### src/rtl/phase_seq_pkg.sv
// rtl/phase_seq_pkg.sv - shared types and helpers for the phase sequencer
// Purpose: FSM state encoding and index-width helper shared by the sequencer,
// its interface and its bench.
package phase_seq_pkg;

  typedef enum logic [1:0] {
    IDLE  = 2'd0,
    RUN   = 2'd1,
    DRAIN = 2'd2,
    STEP  = 2'd3
  } state_e;

  // Width needed to index n phases, never narrower than one bit.
  function automatic int idx_width(input int n);
    return (n <= 2) ? 1 : $clog2(n);
  endfunction

endpackage

### src/rtl/phase_sequencer_if.sv
// rtl/phase_sequencer_if.sv - control/status bundle of the phase sequencer
// Purpose: groups the request inputs and phase-enable outputs.
// Ports (master = requester, slave = sequencer):
//   enable, stepReq, holdCycles            requester -> sequencer
//   phaseOut, phaseIdx, phaseStart,
//   cycleDone, stepAck, busy               sequencer -> requester
interface phase_sequencer_if #(
  parameter int NUM_PHASES = 4,
  parameter int CNT_WIDTH  = 8
);
  import phase_seq_pkg::*;

  localparam int IDX_WIDTH = idx_width(NUM_PHASES);

  logic                  enable;
  logic                  stepReq;
  logic [CNT_WIDTH-1:0]  holdCycles;
  logic [NUM_PHASES-1:0] phaseOut;
  logic [IDX_WIDTH-1:0]  phaseIdx;
  logic                  phaseStart;
  logic                  cycleDone;
  logic                  stepAck;
  logic                  busy;

  modport master (
    output enable, stepReq, holdCycles,
    input  phaseOut, phaseIdx, phaseStart, cycleDone, stepAck, busy
  );

  modport slave (
    input  enable, stepReq, holdCycles,
    output phaseOut, phaseIdx, phaseStart, cycleDone, stepAck, busy
  );

endinterface

### src/rtl/phase_sequencer_counter.sv
// rtl/phase_sequencer_counter.sv - phase-length down-counter
// Purpose: loadable down-counter that saturates at zero and flags terminal.
// Ports:
//   clk_i, rst_n_i   clock, asynchronous active-low reset
//   load_i           load load_val_i (has priority over dec_i)
//   load_val_i       value loaded at phase start
//   dec_i            decrement while non-zero
//   zero_o           counter is zero (last cycle of the phase)
module phase_counter #(
  parameter int CNT_WIDTH = 8
) (
  input  logic                 clk_i,
  input  logic                 rst_n_i,
  input  logic                 load_i,
  input  logic [CNT_WIDTH-1:0] load_val_i,
  input  logic                 dec_i,
  output logic                 zero_o
);

  logic [CNT_WIDTH-1:0] cnt_q, cnt_d;

  always_comb begin
    cnt_d = cnt_q;
    if (load_i) begin
      cnt_d = load_val_i;
    end else if (dec_i && (cnt_q != '0)) begin
      // Saturating at zero keeps an all-ones load from wrapping early.
      cnt_d = cnt_q - CNT_WIDTH'(1);
    end
  end

  always_ff @(posedge clk_i or negedge rst_n_i) begin
    if (!rst_n_i) begin
      cnt_q <= '0;
    end else begin
      cnt_q <= cnt_d;
    end
  end

  assign zero_o = (cnt_q == '0);

endmodule

### src/rtl/phase_sequencer.sv
// rtl/phase_sequencer.sv - multi-phase one-hot clock-enable sequencer
// Purpose: rotates NUM_PHASES one-hot enables, each lasting holdCycles+1
// cycles, in free-running, drain-to-stop or single-step mode.
// Ports:
//   clkIn   sole clock
//   rstN    asynchronous active-low reset
//   bus     phase_sequencer_if slave (requests in, phase enables out)
module phase_sequencer
  import phase_seq_pkg::*;
#(
  parameter int NUM_PHASES = 4,
  parameter int CNT_WIDTH  = 8
) (
  input  logic            clkIn,
  input  logic            rstN,
  phase_sequencer_if.slave bus
);

  localparam int IDX_WIDTH = idx_width(NUM_PHASES);
  localparam logic [IDX_WIDTH-1:0] LAST_IDX = IDX_WIDTH'(NUM_PHASES - 1);

  state_e               state_q, state_d;
  logic [IDX_WIDTH-1:0] idx_q, idx_d;
  logic                 start_q, start_d;
  logic                 en_q, step_q;
  logic                 load;
  logic                 cnt_zero;
  logic                 busy;
  logic                 last_cycle;

  // Requests are registered before the FSM sees them, so nothing on the
  // output side depends combinationally on an input pin.
  always_ff @(posedge clkIn or negedge rstN) begin
    if (!rstN) begin
      state_q <= IDLE;
      idx_q   <= '0;
      start_q <= 1'b0;
      en_q    <= 1'b0;
      step_q  <= 1'b0;
    end else begin
      state_q <= state_d;
      idx_q   <= idx_d;
      start_q <= start_d;
      en_q    <= bus.enable;
      step_q  <= bus.stepReq;
    end
  end

  assign busy       = (state_q != IDLE);
  assign last_cycle = busy && (idx_q == LAST_IDX) && cnt_zero;

  always_comb begin
    state_d = state_q;
    idx_d   = idx_q;
    start_d = 1'b0;
    load    = 1'b0;
    case (state_q)
      IDLE: begin
        // enable has priority; a simultaneous stepReq is simply dropped.
        if (en_q || step_q) begin
          state_d = en_q ? RUN : STEP;
          idx_d   = '0;
          load    = 1'b1;
          start_d = 1'b1;
        end
      end
      RUN, DRAIN: begin
        // RUN and DRAIN only differ in what happens at the cycle boundary,
        // so enable returning during DRAIN resumes without a gap.
        state_d = en_q ? RUN : DRAIN;
        if (cnt_zero) begin
          if (idx_q == LAST_IDX) begin
            idx_d = '0;
            if (en_q) begin
              load    = 1'b1;
              start_d = 1'b1;
            end else begin
              state_d = IDLE;
            end
          end else begin
            idx_d   = idx_q + IDX_WIDTH'(1);
            load    = 1'b1;
            start_d = 1'b1;
          end
        end
      end
      STEP: begin
        if (cnt_zero) begin
          if (idx_q == LAST_IDX) begin
            idx_d   = '0;
            state_d = IDLE;
          end else begin
            idx_d   = idx_q + IDX_WIDTH'(1);
            load    = 1'b1;
            start_d = 1'b1;
          end
        end
      end
      default: state_d = IDLE;
    endcase
  end

  phase_counter #(
    .CNT_WIDTH(CNT_WIDTH)
  ) u_counter (
    .clk_i     (clkIn),
    .rst_n_i   (rstN),
    .load_i    (load),
    .load_val_i(bus.holdCycles),
    .dec_i     (busy),
    .zero_o    (cnt_zero)
  );

  // Outputs are decodes of registered state only; reset clears them at once.
  assign bus.phaseOut   = busy ? (NUM_PHASES'(1) << idx_q) : '0;
  assign bus.phaseIdx   = idx_q;
  assign bus.phaseStart = start_q;
  assign bus.cycleDone  = last_cycle;
  assign bus.stepAck    = last_cycle && (state_q == STEP);
  assign bus.busy       = busy;

endmodule

### src/flat_wrapper.sv
// flat-port wrapper written by rule: the top's interface ports become plain ports
module phase_sequencer_flat import phase_seq_pkg::*;
#(
  parameter int NUM_PHASES = 4,
  parameter int CNT_WIDTH  = 8
)
  (clkIn, rstN, bus_enable, bus_stepReq, bus_holdCycles, bus_phaseOut, bus_phaseIdx, bus_phaseStart, bus_cycleDone, bus_stepAck, bus_busy);
  phase_sequencer_if #(.NUM_PHASES(NUM_PHASES), .CNT_WIDTH(CNT_WIDTH)) bus_i ();
  input  logic clkIn;
  input  logic rstN;
  input wire logic [$bits(bus_i.enable)-1:0] bus_enable;
  input wire logic [$bits(bus_i.stepReq)-1:0] bus_stepReq;
  input wire logic [$bits(bus_i.holdCycles)-1:0] bus_holdCycles;
  output wire logic [$bits(bus_i.phaseOut)-1:0] bus_phaseOut;
  output wire logic [$bits(bus_i.phaseIdx)-1:0] bus_phaseIdx;
  output wire logic [$bits(bus_i.phaseStart)-1:0] bus_phaseStart;
  output wire logic [$bits(bus_i.cycleDone)-1:0] bus_cycleDone;
  output wire logic [$bits(bus_i.stepAck)-1:0] bus_stepAck;
  output wire logic [$bits(bus_i.busy)-1:0] bus_busy;
  assign bus_i.enable = bus_enable;
  assign bus_i.stepReq = bus_stepReq;
  assign bus_i.holdCycles = bus_holdCycles;
  assign bus_phaseOut = bus_i.phaseOut;
  assign bus_phaseIdx = bus_i.phaseIdx;
  assign bus_phaseStart = bus_i.phaseStart;
  assign bus_cycleDone = bus_i.cycleDone;
  assign bus_stepAck = bus_i.stepAck;
  assign bus_busy = bus_i.busy;
  phase_sequencer #(.NUM_PHASES(NUM_PHASES), .CNT_WIDTH(CNT_WIDTH)) u_core (.clkIn(clkIn), .rstN(rstN), .bus(bus_i));
endmodule
### config.mk
export PLATFORM = sky130hd
export DESIGN_NAME = phase_sequencer_flat
export DESIGN_NICKNAME = d
export VERILOG_FILES = /design/src/rtl/phase_seq_pkg.sv /design/src/rtl/phase_sequencer_if.sv /design/src/rtl/phase_sequencer_counter.sv /design/src/rtl/phase_sequencer.sv /design/src/flat_wrapper.sv
export SDC_FILE = /design/constraint.sdc
export NUM_CORES = 1
export LEC_CHECK = 0
export ABC_AREA = 0
export ABC_CLOCK_PERIOD_IN_PS = 3900
export CORE_UTILIZATION = 49
export CTS_CLUSTER_DIAMETER = 200
export DETAILED_ROUTE_END_ITERATION = 16
export PLACE_DENSITY = 0.78
export RECOVER_POWER = 50
export SYNTH_ARGS = -nofsm -noshare
export SYNTH_HDL_FRONTEND = slang
export SYNTH_HIERARCHICAL = 1
export SYNTH_SLANG_ARGS = --single-unit
### constraint.sdc
create_clock -name clkIn -period 3.9 [get_ports clkIn]
set_input_delay 0.78 -clock clkIn [delete_from_list [all_inputs] [get_ports clkIn]]
set_output_delay 0.78 -clock clkIn [all_outputs]
set_load 0.01 [all_outputs]
==> results.toml, run 1 <==
[sta]
rsz0062_at_grt = "no"
hold_violations = 0
fmax_ghz = 0.289
hold_slack_ns = 0.548
fin_setup_tns_ns = 0
tightest_slew_ns = 0.681
slew_headroom = 0.545
setup_viol = 0
drv_slew = 0
layout_min_cycle_time_ns = 3.45
fin_skew_ns = 0.00722
fin_crit_sh = 0.886

[clock_network]
cts.repair.resized = 0
cts.sinks = 15
numCtsBuffers = 3
cts_tree = "yes"
clk_pin_slew_worst_paths_ns = 0.09
clk_path_buf_depth = 2
cts_root_buf = "clkbuf_4"
cts_hold_buf = 0
htreeDepth = 1
post_cts_buffers = 0
clock_latency_ns = 0.28

[routing]
route.detailed.drc = 0
drtPass1Iterations = 4
routed_wl_um = 2100
routedWlPerCell_um = 13.1
via_per_inst = 5.61
drtIter0Drc = 31
antenna_left = 0
via_count = 904

[worst_hold_path]
worstHoldStart = "u_core/state_q[1]"
hold_depth = 2
hp-class = "reg2reg"
hold_end = "u_core/state_q[1]"

[synthesis]
synth_seq_area_share = 0.372
synth.avg_cell_area_um2 = 9.18
synth_top_area_cell = "dfrtp_1"
syn-instance-count = 110
yosys.area_share.simple = 0.250
yosysUniqueCellTypes = 38
synth_warnings = 6
yosys.area_share.adder = 0.124
yosysTopAreaCellShare = 0.372
syn-cell-area_mm2 = 0.00101
syn_nets = 132
ys_seq_elements = 15
synth_xor_area_frac = 0
synth_top_family_by_area = "simple AND/OR/NAND/NOR gates"
synth_compound_area_frac = 0.212
synth.area.mux_share = 0
synthTopCellsByArea = "dfrtp_1, ha_1, o21ai_0"

[placed_design]
io_buffers = 21
gp_congestion = 0.840
dpl.hpwl_um = 1540

[critical_path]
reg2reg_to = "u_core/u_counter/cnt_q[7]"
crit_fanout = 9
end_kind = "output port"
rr_worst_depth = 10
crit_path_start = "u_core/u_counter/cnt_q[0]"
cp.arrival_ns = 2.67
critPathKind = "reg2out"
cp.required_ns = 3.12
r2r_slack_ns = 0.73
cp-start-kind = "flop"
r2r_start = "u_core/u_counter/cnt_q[0]"

[power_and_ir_drop]
peakVddDrop_v = 0.000363
p_per_area_mw_per_mm2 = 640
leakage_nw = 0.539

[die]
fp-row-count = 16
core_mm2 = 0.00194
ios = 22
die_w_um = 47.4
dieHeight_um = 47.4
dieArea_mm2 = 0.00225
start_util = 0.520

[global_routing]
grt_remaining_overflow = 0
grt_usage = 0.215
grt_pass1_wl_um = 3330
antenna_found_initial = 0
grt_pass1_vias = 792
grt_max_degree = 16

[cells_and_area]
area_delta_synth_final_pct = 26.6
antenna_cells = 0
drive_gt1_frac = 0.0597
mostFrequentLayoutCells = "clkdlybuf4s50_1, dfrtp_1, nor2_1, ha_1"
layout.nets = 157

[run_status]
status = "completed"

[job]
drv_cap = 0
## stage by stage
stage / instances / util / total power [mW] / area (µm²) / setup WS, ns
6_report: 161 / 0.659 / 0.818 / 1280 / 0.445
5_1_grt: 161 / 0.659 / 0.891 / 1280 / 0.300
4_1_cts: 161 / 0.659 / 0.822 / 1280 / 0.471
3_5_place_dp: 157 / 0.645 / 0.725 / 1250 / 0.787
3_3_place_gp: 157 / 0.645 / 0.706 / 1250 / 0.841
2_1_floorplan: 110 / - / 0.587 / 1010 / 1.00
## synth_stat cells
cell type and instances:
dfrtp_1 15, ha_1 10, nor2_1 10, inv_1 8, o21ai_0 8, nand2_1 7, a21oi_1 5, nand3_1 4
and2b_1 3, nor3_1 3, nor3b_1 3, or4_1 3, a221o_1 2, a31oi_1 2, nand4_1 2, o31ai_1 2
or3_1 2, a211o_1 1, a211o_2 1, a21boi_2 1, a2bb2oi_1 1, and2_1 1, and3_1 1, buf_2 1
clkbuf_1 1, clkinv_1 1, nor2b_1 1, nor3b_4 1, nor4_1 1, o2111ai_1 1, o211a_1 1, o211ai_1 1
o221ai_1 1, o311a_1 1, o311ai_0 1, o41ai_1 1, or3b_1 1, or3b_2 1
## cells by family (layout without fill, tap and decap cells)
group           after synthesis  after routing
simple gates                 44             44
compound gates               30             30
flops                        15             15
buf+inv                      11             35
fa+ha+maj                    10             10
## worst max-delay path, stage by stage, from the launching register on
cell and delay, ns:
dfrtp_1 0.42, inv_1 0.11, ha_1 0.21, or3b_2 0.49, nor2_1 0.40, and3_1 0.23, clkdlybuf4s50_1 0.53
## where the power goes
group	internal [mW]	switching (mW)	total (mW)
registers	0.217	0.0599	0.277
logic	0.207	0.246	0.453
clock network	0.0397	0.0481	0.0878
total	0.464	0.354	0.818
## worst max path at each step
stage	slack, ns	end
3_5_place_dp	0.79	bus_stepAck
2_1_floorplan	1.00	u_core/u_counter/cnt_q[7]
3_3_place_gp	0.84	bus_stepAck
5_1_grt	0.30	bus_stepAck
6_report	0.45	bus_stepAck
4_1_cts	0.47	bus_stepAck
## cell type report
class | count | area, µm²
clock buffer | 4 | 26.3
fill | 184 | 663
tap | 27 | 33.8
sequential | 15 | 375
inverter | 9 | 33.8
multi-input combinational | 84 | 592
timing repair buffer | 22 | 218
## flip-flops by register name (all words and copies together) (netlist names)
signal and flops:
u_core/u_counter/cnt_q 8, u_core/bus.phaseIdx 2, u_core/bus.phaseStart 1, u_core/step_q 1, u_core/en_q 1, u_core/state_q 2
## per-layer routing
layer | track usage | part of all wire
met2 | 0.351 | 0.47
met3 | 0.0692 | 0.048
met5 | 0 | 0
met1 | 0.274 | 0.47
met4 | 0.0571 | 0.0090
(Power assumes the default switching activity.)
==> inputs of run 2 (changes only) <==
Settings changed: SKIP_CTS_REPAIR_TIMING from default to 1, SLEW_MARGIN from default to 10.
==> results of run 2 <==
Final layout, timing and power as in run 1 (identical DEF).
